$ cat config.mk
export PLATFORM = sky130hd
export DESIGN_NAME = abm_ram_writer
export DESIGN_NICKNAME = d
export VERILOG_FILES = /design/src/rtl/abm_ram_writer.sv
export SDC_FILE = /design/constraint.sdc
export NUM_CORES = 1
export LEC_CHECK = 0
export CAP_MARGIN = 10
export CORE_AREA = 3 3 402 404
export CTS_CLUSTER_SIZE = 24
export DETAILED_ROUTE_END_ITERATION = 7
export DIE_AREA = 0 0 405 407
export HOLD_SLACK_MARGIN = 0.03
export SLEW_MARGIN = 20
export SYNTH_ARGS = -nofsm -noshare
export SYNTH_HDL_FRONTEND = slang
export SYNTH_SLANG_ARGS = --single-unit
$ cat constraint.sdc
create_clock -name clk -period 3.07 [get_ports clk]
set_input_delay 0.614 -clock clk [delete_from_list [all_inputs] [get_ports clk]]
set_output_delay 0.614 -clock clk [all_outputs]
set_load 0.005 [all_outputs]
$ cat src/rtl/abm_ram_writer.sv
// Streams AXI-S frames into one of two RAMs (1-cycle write latency) and
// zero-sweeps both RAMs on reset or on a clear request.
module abm_ram_writer #(
   parameter int unsigned DW = 512,
   parameter int unsigned DD = 16384,
   localparam int unsigned AW = $clog2(DD)
) (
   input  logic          clk,
   input  logic          resetn,
   input  logic [DW-1:0] axis_tdata,
   input  logic          axis_tvalid,
   input  logic          axis_tlast,
   output logic          axis_tready,
   input  logic          ram_sel,
   input  logic          clear,
   output logic [AW-1:0] ram_waddr,
   output logic [DW-1:0] ram_wdata,
   output logic          ram0_we,
   output logic          ram1_we,
   output logic          busy,
   output logic          frame_done,
   output logic          overflow
);

   typedef enum logic [1:0] {StClear, StIdle, StFrame} state_e;

   localparam logic [AW:0] Depth = (AW+1)'(DD);
   localparam logic [AW:0] One   = (AW+1)'(1);

   state_e      state_q;
   logic [AW:0] clr_cnt_q;
   logic [AW:0] beat_idx_q;
   logic        sel_q;
   logic        pend_q;

   logic        accept;
   logic        cur_sel;
   logic [AW:0] cur_idx;

   // The first beat of a frame takes index 0 and the live ram_sel; later beats
   // use the latched values.
   always_comb begin
      accept  = axis_tvalid & axis_tready;
      cur_sel = (state_q == StIdle) ? ram_sel : sel_q;
      cur_idx = (state_q == StIdle) ? '0 : beat_idx_q;
   end

   always_ff @(posedge clk or negedge resetn) begin
      if (!resetn) begin
         state_q     <= StClear;
         clr_cnt_q   <= '0;
         beat_idx_q  <= '0;
         sel_q       <= 1'b0;
         pend_q      <= 1'b0;
         ram_waddr   <= '0;
         ram_wdata   <= '0;
         ram0_we     <= 1'b0;
         ram1_we     <= 1'b0;
         axis_tready <= 1'b0;
         busy        <= 1'b1;
         frame_done  <= 1'b0;
         overflow    <= 1'b0;
      end else begin
         ram0_we    <= 1'b0;
         ram1_we    <= 1'b0;
         frame_done <= 1'b0;
         case (state_q)
            StClear: begin
               if (clr_cnt_q == Depth) begin
                  state_q     <= StIdle;
                  busy        <= 1'b0;
                  axis_tready <= 1'b1;
               end else begin
                  ram_waddr <= clr_cnt_q[AW-1:0];
                  ram_wdata <= '0;
                  ram0_we   <= 1'b1;
                  ram1_we   <= 1'b1;
                  clr_cnt_q <= clr_cnt_q + One;
               end
            end
            StIdle, StFrame: begin
               if (accept) begin
                  sel_q <= cur_sel;
                  if (cur_idx < Depth) begin
                     ram_waddr  <= cur_idx[AW-1:0];
                     ram_wdata  <= axis_tdata;
                     ram0_we    <= ~cur_sel;
                     ram1_we    <= cur_sel;
                     beat_idx_q <= cur_idx + One;
                  end else begin
                     // Past the end of the RAM: swallow the beat, keep the address.
                     beat_idx_q <= cur_idx;
                     overflow   <= 1'b1;
                  end
                  if (axis_tlast) begin
                     frame_done <= 1'b1;
                     if (pend_q || clear) begin
                        // Sweep starts after this last beat's write cycle.
                        state_q     <= StClear;
                        clr_cnt_q   <= '0;
                        pend_q      <= 1'b0;
                        busy        <= 1'b1;
                        axis_tready <= 1'b0;
                        overflow    <= 1'b0;
                     end else begin
                        state_q <= StIdle;
                     end
                  end else begin
                     state_q <= StFrame;
                     if (clear) begin
                        pend_q <= 1'b1;
                     end
                  end
               end else if (state_q == StIdle && clear) begin
                  // Clear from idle: the entry edge already writes address 0.
                  state_q     <= StClear;
                  ram_waddr   <= '0;
                  ram_wdata   <= '0;
                  ram0_we     <= 1'b1;
                  ram1_we     <= 1'b1;
                  clr_cnt_q   <= One;
                  busy        <= 1'b1;
                  axis_tready <= 1'b0;
                  overflow    <= 1'b0;
               end else if (clear) begin
                  pend_q <= 1'b1;
               end
            end
            default: begin
               state_q <= StClear;
            end
         endcase
      end
   end

endmodule

==> results of run 1 <==
cells by family (layout without fill, tap and decap cells):
| logic type | Yosys count | count (layout) | synth area share |
|---|---|---|---|
| flops | 566 | 566 | 0.556 |
| buf+inv | 662 | 1810 | 0.104 |
| fa+ha+maj | 6 | 6 | 0.00295 |
| simple gates | 642 | 642 | 0.103 |
| compound gates | 70 | 70 | 0.0188 |
| mux | 543 | 543 | 0.214 |
| other cells | 0 | 2 | 0 |
through the flow:
step                       util  hold slack (ns)  power, W  cell area [sq um]
after floorplan               -            0.318   0.00761              25500
after global placement    0.247            0.474   0.00851              39000
after detailed placement  0.247            0.478   0.00851              39000
after CTS                 0.262            0.394    0.0175              41500
after global routing      0.262            0.436    0.0178              41500
final                     0.262            0.486    0.0171              41500
per-layer routing:
metal  up-vias  routed length, microns
li1       9895                       -
met1     10400                   45100
met2       686                   56600
met3       163                    8590
met4        14                    3090
met5         -                      96
how the worst min path moves through the flow:
stage               startpoint             end  slack [ns]
4_1_cts         axis_tdata[44]   ram_wdata[44]        0.39
5_1_grt        axis_tdata[170]  ram_wdata[170]        0.44
3_5_place_dp      ram_waddr[2]    ram_waddr[2]        0.48
2_1_floorplan           resetn     axis_tready        0.32
3_3_place_gp      ram_waddr[0]    ram_waddr[0]        0.47
6_report          ram_waddr[9]    ram_waddr[9]        0.49
what timing repair did:
action                                 CTS  global route
resized for setup                        0             0
hold buffers                             1             0
endpoints found under the hold margin   35             0
area by class of cell:
type / count / area (sq um)
well taps: 2072 / 2590
multi-input cells: 1261 / 8650
fillers: 16800 / 117000
clock inverters: 27 / 415
clock buffers: 105 / 2030
inverters: 530 / 1990
diodes: 2 / 5.00
repair buffers: 1148 / 11600
flip-flops and latches: 566 / 14200
cell usage in the layout (no fill, tap or decap), types with 7 or more instances in the layout:
cell type / n
nand4_1: 8
dfrtp_1: 565
clkinv_2: 11
nand2_1: 542
clkdlybuf4s50_1: 1048
nand3_1: 11
nor3_1: 10
o21ai_0: 19
nor2_1: 20
mux2i_1: 530
a21oi_1: 15
clkbuf_1: 21
clkbuf_8: 13
inv_1: 530
clkbuf_16: 71
buf_12: 30
nor4_1: 10
a221o_1: 7
buf_4: 68
nor2b_1: 14
mux2_2: 8
flip-flops by register name (all words and copies together), names as in the netlist:
| signal | count |
|---|---|
| pend_q | 1 |
| ram1_we | 1 |
| beat_idx_q | 15 |
| sel_q | 1 |
| clr_cnt_q | 15 |
| ram_wdata | 512 |
| overflow | 1 |
| axis_tready | 1 |
| state_q | 2 |
| busy | 1 |
| frame_done | 1 |
| ram0_we | 1 |
| ram_waddr | 14 |
report_power, final:
part / internal (W) / switching [W] / total [W]
Clock: 0.00511 / 0.00364 / 0.00875
Combinational: 0.000605 / 0.000306 / 0.000911
Sequential: 0.00746 / 0 / 0.00746
Total: 0.0132 / 0.00395 / 0.0171
==> key figures, run 1 <==
Die
  • Row Count: 146
  • Die Area: 165000 sq um
  • Core Region: 158000 sq um
  • DIE HEIGHT: 407 microns
  • Io pins: 1050
  • Die Wd: 405 microns
  • Initial Util: 0.161

GRT
  • Gr busiest metal: met2
  • Met3 usage: 0.0432
  • Vias in the first global route: 22.0k
  • Met2 Resource Use GR: 0.228
  • Remaining global-route overflow: 0
  • Largest net degree at the start of global routing: 106
  • Met1 GRT Util: 0.155
  • Initial antenna violation count: 17
  • GRT Resource Usage Total: 0.131
  • First-pass GRT wire length: 159 mm

Synthesis
  • Dominant cell type by area after synthesis: dfrtp_1
  • Cell area after synthesis: 25500 sq um
  • Post-Syn Nets: 3013
  • Post-synthesis cell type count: 52
  • FFs w/ async S/R, synth: 1.00
  • Post-synth EDFFs: 0
  • Top_reg_cell synth: dfrtp_1
  • Mean area per synthesized cell: 10.2 sq um
  • Top-area cell type share of the netlist area: 0.555
  • Top-count cell post-synth: dfrtp_1
  • Seq cells post-synth: 566
  • Synth area leaders: dfrtp_1 (56%), mux2i_1 (21%), nand2_1 (8.0%)
  • Yosys warns: 0
  • Sequential area share after synthesis: 0.556
  • Post-synth top cells: dfrtp_1 (565), nand2_1 (542), inv_1 (530), mux2i_1 (530), clkbuf_1 (71)
  • Post-Syn Instances: 2489

STA
  • Number of setup violations in the final report: 0
  • Final setup margin: 0.410 ns
  • Worst-margin pin slew: 0.641 ns
  • Post-route clock period utilization: 0.867
  • Rel. slew slack: 0.573
  • Setup_tns: 0 ns
  • Final Hold Viols: 0
  • Clk_skew: 0.0308 ns
  • Count of pins over their slew limit: 0
  • Fmax: 0.376 GHz
  • RSZ-0062 raised after global routing: no
  • Final Critical Period: 2.66 ns

Critical path
  • Critical path's slowest cell: or4bb_1
  • Bufs and invs on worst path: 4
  • Startpoint types: register
  • R2R setup slack: 0.41 ns
  • Critical Path End: ram_wdata[236]
  • Stages on worst setup path: 9
  • Crit-path max cell delay: 0.48 ns
  • Critical path startpoint: clr_cnt_q[0]
  • Crit-path max FO: 24
  • CP required: 3.60 ns
  • Data arrival, critical path: 3.19 ns
  • Ordered cell list for the critical path: inv_1, ha_1, or4bb_1, nor4_4, a21oi_4, buf_12, buf_12, buf_12, mux2i_1
  • Critical R2R Capture: ram_wdata[236]
  • CP dominant cell by count: buf_12
  • RR Startpoint: clr_cnt_q[0]
  • Worst Reg-to-Reg Cells: 9
  • Crit Path Class: reg -> reg
  • Crit. End Element: register
  • Cell family with most CP delay: simple AND/OR/NAND/NOR gates

Routing
  • Avg WL per Cell: 19.9 microns
  • Starting DRC count in detailed routing: 1452
  • Vias: 21.1k
  • Vias per cell: 3.70
  • Detailed Routing Iterations Pass 1: 5
  • Final WL: 114 mm
  • DRC: 0
  • Detail Route Antenna Nets: 0

Power
  • Power Density: 413 nW/um^2
  • Pleak: 19.5 nW
  • Worst vdd ir: 333 uV

Cells and area
  • Final cell count without fillers: 5711
  • Share of layout cells above drive strength 1: 0.0630
  • # nets final: 4102
  • Synth-to-Final Area Change: 62.9%

Placement
  • DP HPWL: 91.1 mm
  • Final GP Congestion: 0.884
  • Post-Place Cells: 5576
  • Buffers on Ports: 1049
  • Dpl ws: 0.0666 ns

Hold path
  • Hold Path Stages: 1
  • Class of the worst hold path: reg -> reg

CTS
  • CTS tree: done
  • Clk_lat worst skew: 0.65 ns
  • Root buffer cell: clkbuf_16
  • TritonCTS Sinks: 566
  • Clk pin slew, worst setup/hold paths: 0.06 ns
  • Total CTS buffers: 71
  • Postcts setup bufs: 0
  • Clock Path Buffers: 3
  • H-tree depth: 3

Outcome
  • Status: finished clean

Job
  • MaxCap Viol Count: 0
No activity file was read; power rests on OpenSTA's default activity.
==> run 2, diff against run 1 <==
--- a/config.mk
+++ b/config.mk
@@ -7,9 +7,11 @@
 export LEC_CHECK = 0
 export CAP_MARGIN = 10
 export CORE_AREA = 3 3 402 404
+export CTS_CLUSTER_DIAMETER = 100
 export CTS_CLUSTER_SIZE = 24
 export DETAILED_ROUTE_END_ITERATION = 7
 export DIE_AREA = 0 0 405 407
+export GPL_TIMING_DRIVEN = 0
 export HOLD_SLACK_MARGIN = 0.03
 export SLEW_MARGIN = 20
 export SYNTH_ARGS = -nofsm -noshare
==> constraint.sdc (replaced) <==
create_clock -name clk -period 3.07 [get_ports clk]
set_input_delay 0.614 -clock clk [delete_from_list [all_inputs] [get_ports clk]]
set_output_delay 0.614 -clock clk [all_outputs]
set_load 0.02 [all_outputs]
==> key figures, run 2 (synthesized netlist as in run 1, its figures left out) <==
Routing
  • Final WL: 120 mm (was 114 mm)
  • Starting DRC count in detailed routing: 1368 (was 1452)
  • DRC: 0 (unchanged)
  • Detailed Routing Iterations Pass 1: 5 (unchanged)
  • Vias: 21.0k (was 21.1k)
  • Detail Route Antenna Nets: 0 (unchanged)
  • Vias per cell: 3.70 (about the same)
  • Avg WL per Cell: 21.1 microns (was 19.9 microns)

CTS
  • Clock Path Buffers: 3 (unchanged)
  • Root buffer cell: clkbuf_16 (unchanged)
  • TritonCTS Sinks: 566 (unchanged)
  • Clk_lat worst skew: 0.62 ns (was 0.65 ns)
  • H-tree depth: 2 (was 3)
  • Total CTS buffers: 35 (was 71)
  • CTS tree: done (unchanged)
  • Clk pin slew, worst setup/hold paths: 0.11 ns (was 0.06 ns)

Die
  • Initial Util: 0.161 (unchanged)
  • Row Count: 146 (unchanged)
  • Die Wd: 405 microns (unchanged)
  • Core Region: 158000 sq um (unchanged)
  • Io pins: 1050 (unchanged)
  • Die Area: 165000 sq um (unchanged)
  • DIE HEIGHT: 407 microns (unchanged)

STA
  • Fmax: 0.339 GHz (was 0.376 GHz)
  • Setup_tns: 0 ns (unchanged)
  • WHS: 0.410 ns (was 0.486 ns)
  • Final Hold Viols: 0 (unchanged)
  • Clk_skew: 0.0359 ns (was 0.0308 ns)
  • Rel. slew slack: 0.269 (was 0.573)
  • Post-route clock period utilization: 0.962 (was 0.867)
  • Count of pins over their slew limit: 0 (unchanged)
  • Final Critical Period: 2.95 ns (was 2.66 ns)
  • Worst-margin pin slew: 1.10 ns (was 0.641 ns)
  • Number of setup violations in the final report: 0 (unchanged)

Power
  • Switch share: 0.246 (was 0.231)
  • Clock share of power: 0.395 (was 0.511)
  • Worst vdd ir: 271 uV (was 333 uV)
  • Power Density: 345 nW/um^2 (was 413 nW/um^2)
  • NetSw: 0.00340 W (was 0.00395 W)
  • Cell Int Power: 0.0104 W (was 0.0132 W)
  • Comb pwr share: 0.066 (was 0.053)
  • Pleak: 18.8 nW (was 19.5 nW)
  • Reg power frac: 0.539 (was 0.436)

GRT
  • First-pass GRT wire length: 163 mm (was 159 mm)
  • Largest net degree at the start of global routing: 92 (was 106)
  • Initial antenna violation count: 26 (was 17)
  • Remaining global-route overflow: 0 (unchanged)
  • Vias in the first global route: 21.5k (was 22.0k)
  • GRT Resource Usage Total: 0.138 (was 0.131)

Critical path
  • Critical path startpoint: state_q[1] (was clr_cnt_q[0])
  • Crit Path Class: reg -> reg (unchanged)
  • Critical R2R Capture: ram_waddr[6] (was ram_wdata[236])
  • Startpoint types: register (unchanged)
  • Data arrival, critical path: 3.39 ns (was 3.19 ns)
  • R2R setup slack: 0.12 ns (was 0.41 ns)
  • Critical Path End: ram_waddr[6] (was ram_wdata[236])
  • CP required: 3.50 ns (was 3.60 ns)
  • RR Startpoint: state_q[1] (was clr_cnt_q[0])
  • Crit-path max FO: 10 (was 24)
  • Worst Reg-to-Reg Cells: 7 (was 9)
  • Crit. End Element: register (unchanged)

Placement
  • Post-Place Cells: 5618 (was 5576)
  • Final GP Congestion: 0.892 (was 0.884)
  • Buffers on Ports: 1049 (unchanged)
  • Placement Cell Area: 38800 sq um (was 39000 sq um)
  • DP HPWL: 99.1 mm (was 91.1 mm)

Cells and area
  • Final cell count without fillers: 5685 (was 5711)
  • Synth-to-Final Area Change: 57.4% (was 62.9%)
  • Most frequent cells in the layout: clkdlybuf4s50_1 (1048), dfrtp_1 (565), nand2_1 (542) (unchanged)
  • Final Cell Area: 40100 sq um (was 41500 sq um)
  • Most common cell after layout, fill and taps aside: clkdlybuf4s50_1 (unchanged)
  • Biggest register: ram_wdata (unchanged)
  • Share of layout cells above drive strength 1: 0.0461 (was 0.0630)
  • # nets final: 4109 (was 4102)
  • Max reg flops: 512 (unchanged)
  • Layout Utilization: 0.253 (was 0.262)
  • Multi-input gate area: 8650 sq um (about the same)
  • Register area: 14200 sq um (unchanged)
  • # fillers: 17.0k (was 16.8k)
  • Biggest regs: ram_wdata (512), beat_idx_q (15), clr_cnt_q (15) (unchanged)

Outcome
  • Status: finished clean (unchanged)

Job
  • MaxCap Viol Count: 0 (unchanged)

Hold path
  • Class of the worst hold path: in -> async (was reg -> reg)
-- run 2: critical path, stage by stage (launching register included) --
cell and delay (ns):
dfrtp_1 0.42, inv_1 0.08, ha_1 0.22, clkbuf_1 0.35, and4b_1 0.30, clkbuf_1 0.28
a21oi_1 0.94, mux2i_1 0.18
-- run 2: how the worst min path moves through the flow --
stage,startpoint,to,depth (start not counted)
global route,resetn,ram_wdata[276],2
global placement,ram_waddr[1],ram_waddr[1],1
finish,resetn,ram_wdata[276],2
detailed placement,resetn,ram_wdata[281],1
floorplan,resetn,axis_tready,0
CTS,resetn,ram_wdata[276],2
-- run 2: power groups by stage --
stage	clock [W]	combinational [W]	sequential, W
2_1_floorplan	0	0.00000835	0.00760
3_3_place_gp	0	0.000887	0.00762
3_5_place_dp	0	0.000917	0.00760
4_1_cts	0.00570	0.000926	0.00745
5_1_grt	0.00592	0.000973	0.00745
6_report	0.00546	0.000909	0.00745
-- run 2: stage by stage --
stage | setup WS [ns] | total power (W)
floorplan | 0.633 | 0.00761
finish | 0.116 | 0.0138
global route | -0.00965 | 0.0143
CTS | 0.0166 | 0.0141
detailed placement | -1.67 | 0.00851
global placement | -26.35 | 0.00851
-- run 2: final cells by class --
cell class,instances,area share
Sequential cell,566,0.353
Clock buffer,42,0.0241
Tap cell,2072,0.0647
Buffer,131,0.0191
Antenna cell,10,0.000624
Clock inverter,13,0.00437
Multi-Input combinational cell,1261,0.216
Inverter,530,0.0497
Timing Repair Buffer,1060,0.268
-- run 2: layer usage --
metal	part of all wire	GRT usage
met5	0.0014	0
met4	0.034	0.0431
met2	0.49	0.232
met3	0.083	0.0462
met1	0.40	0.165
-- run 2: repair_timing --
item                                   CTS  global route
setup endpoints to repair              541           436
endpoints found under the hold margin   16             0
setup buffers                            0             2
hold buffers                             1             0
resized for setup                       27            28
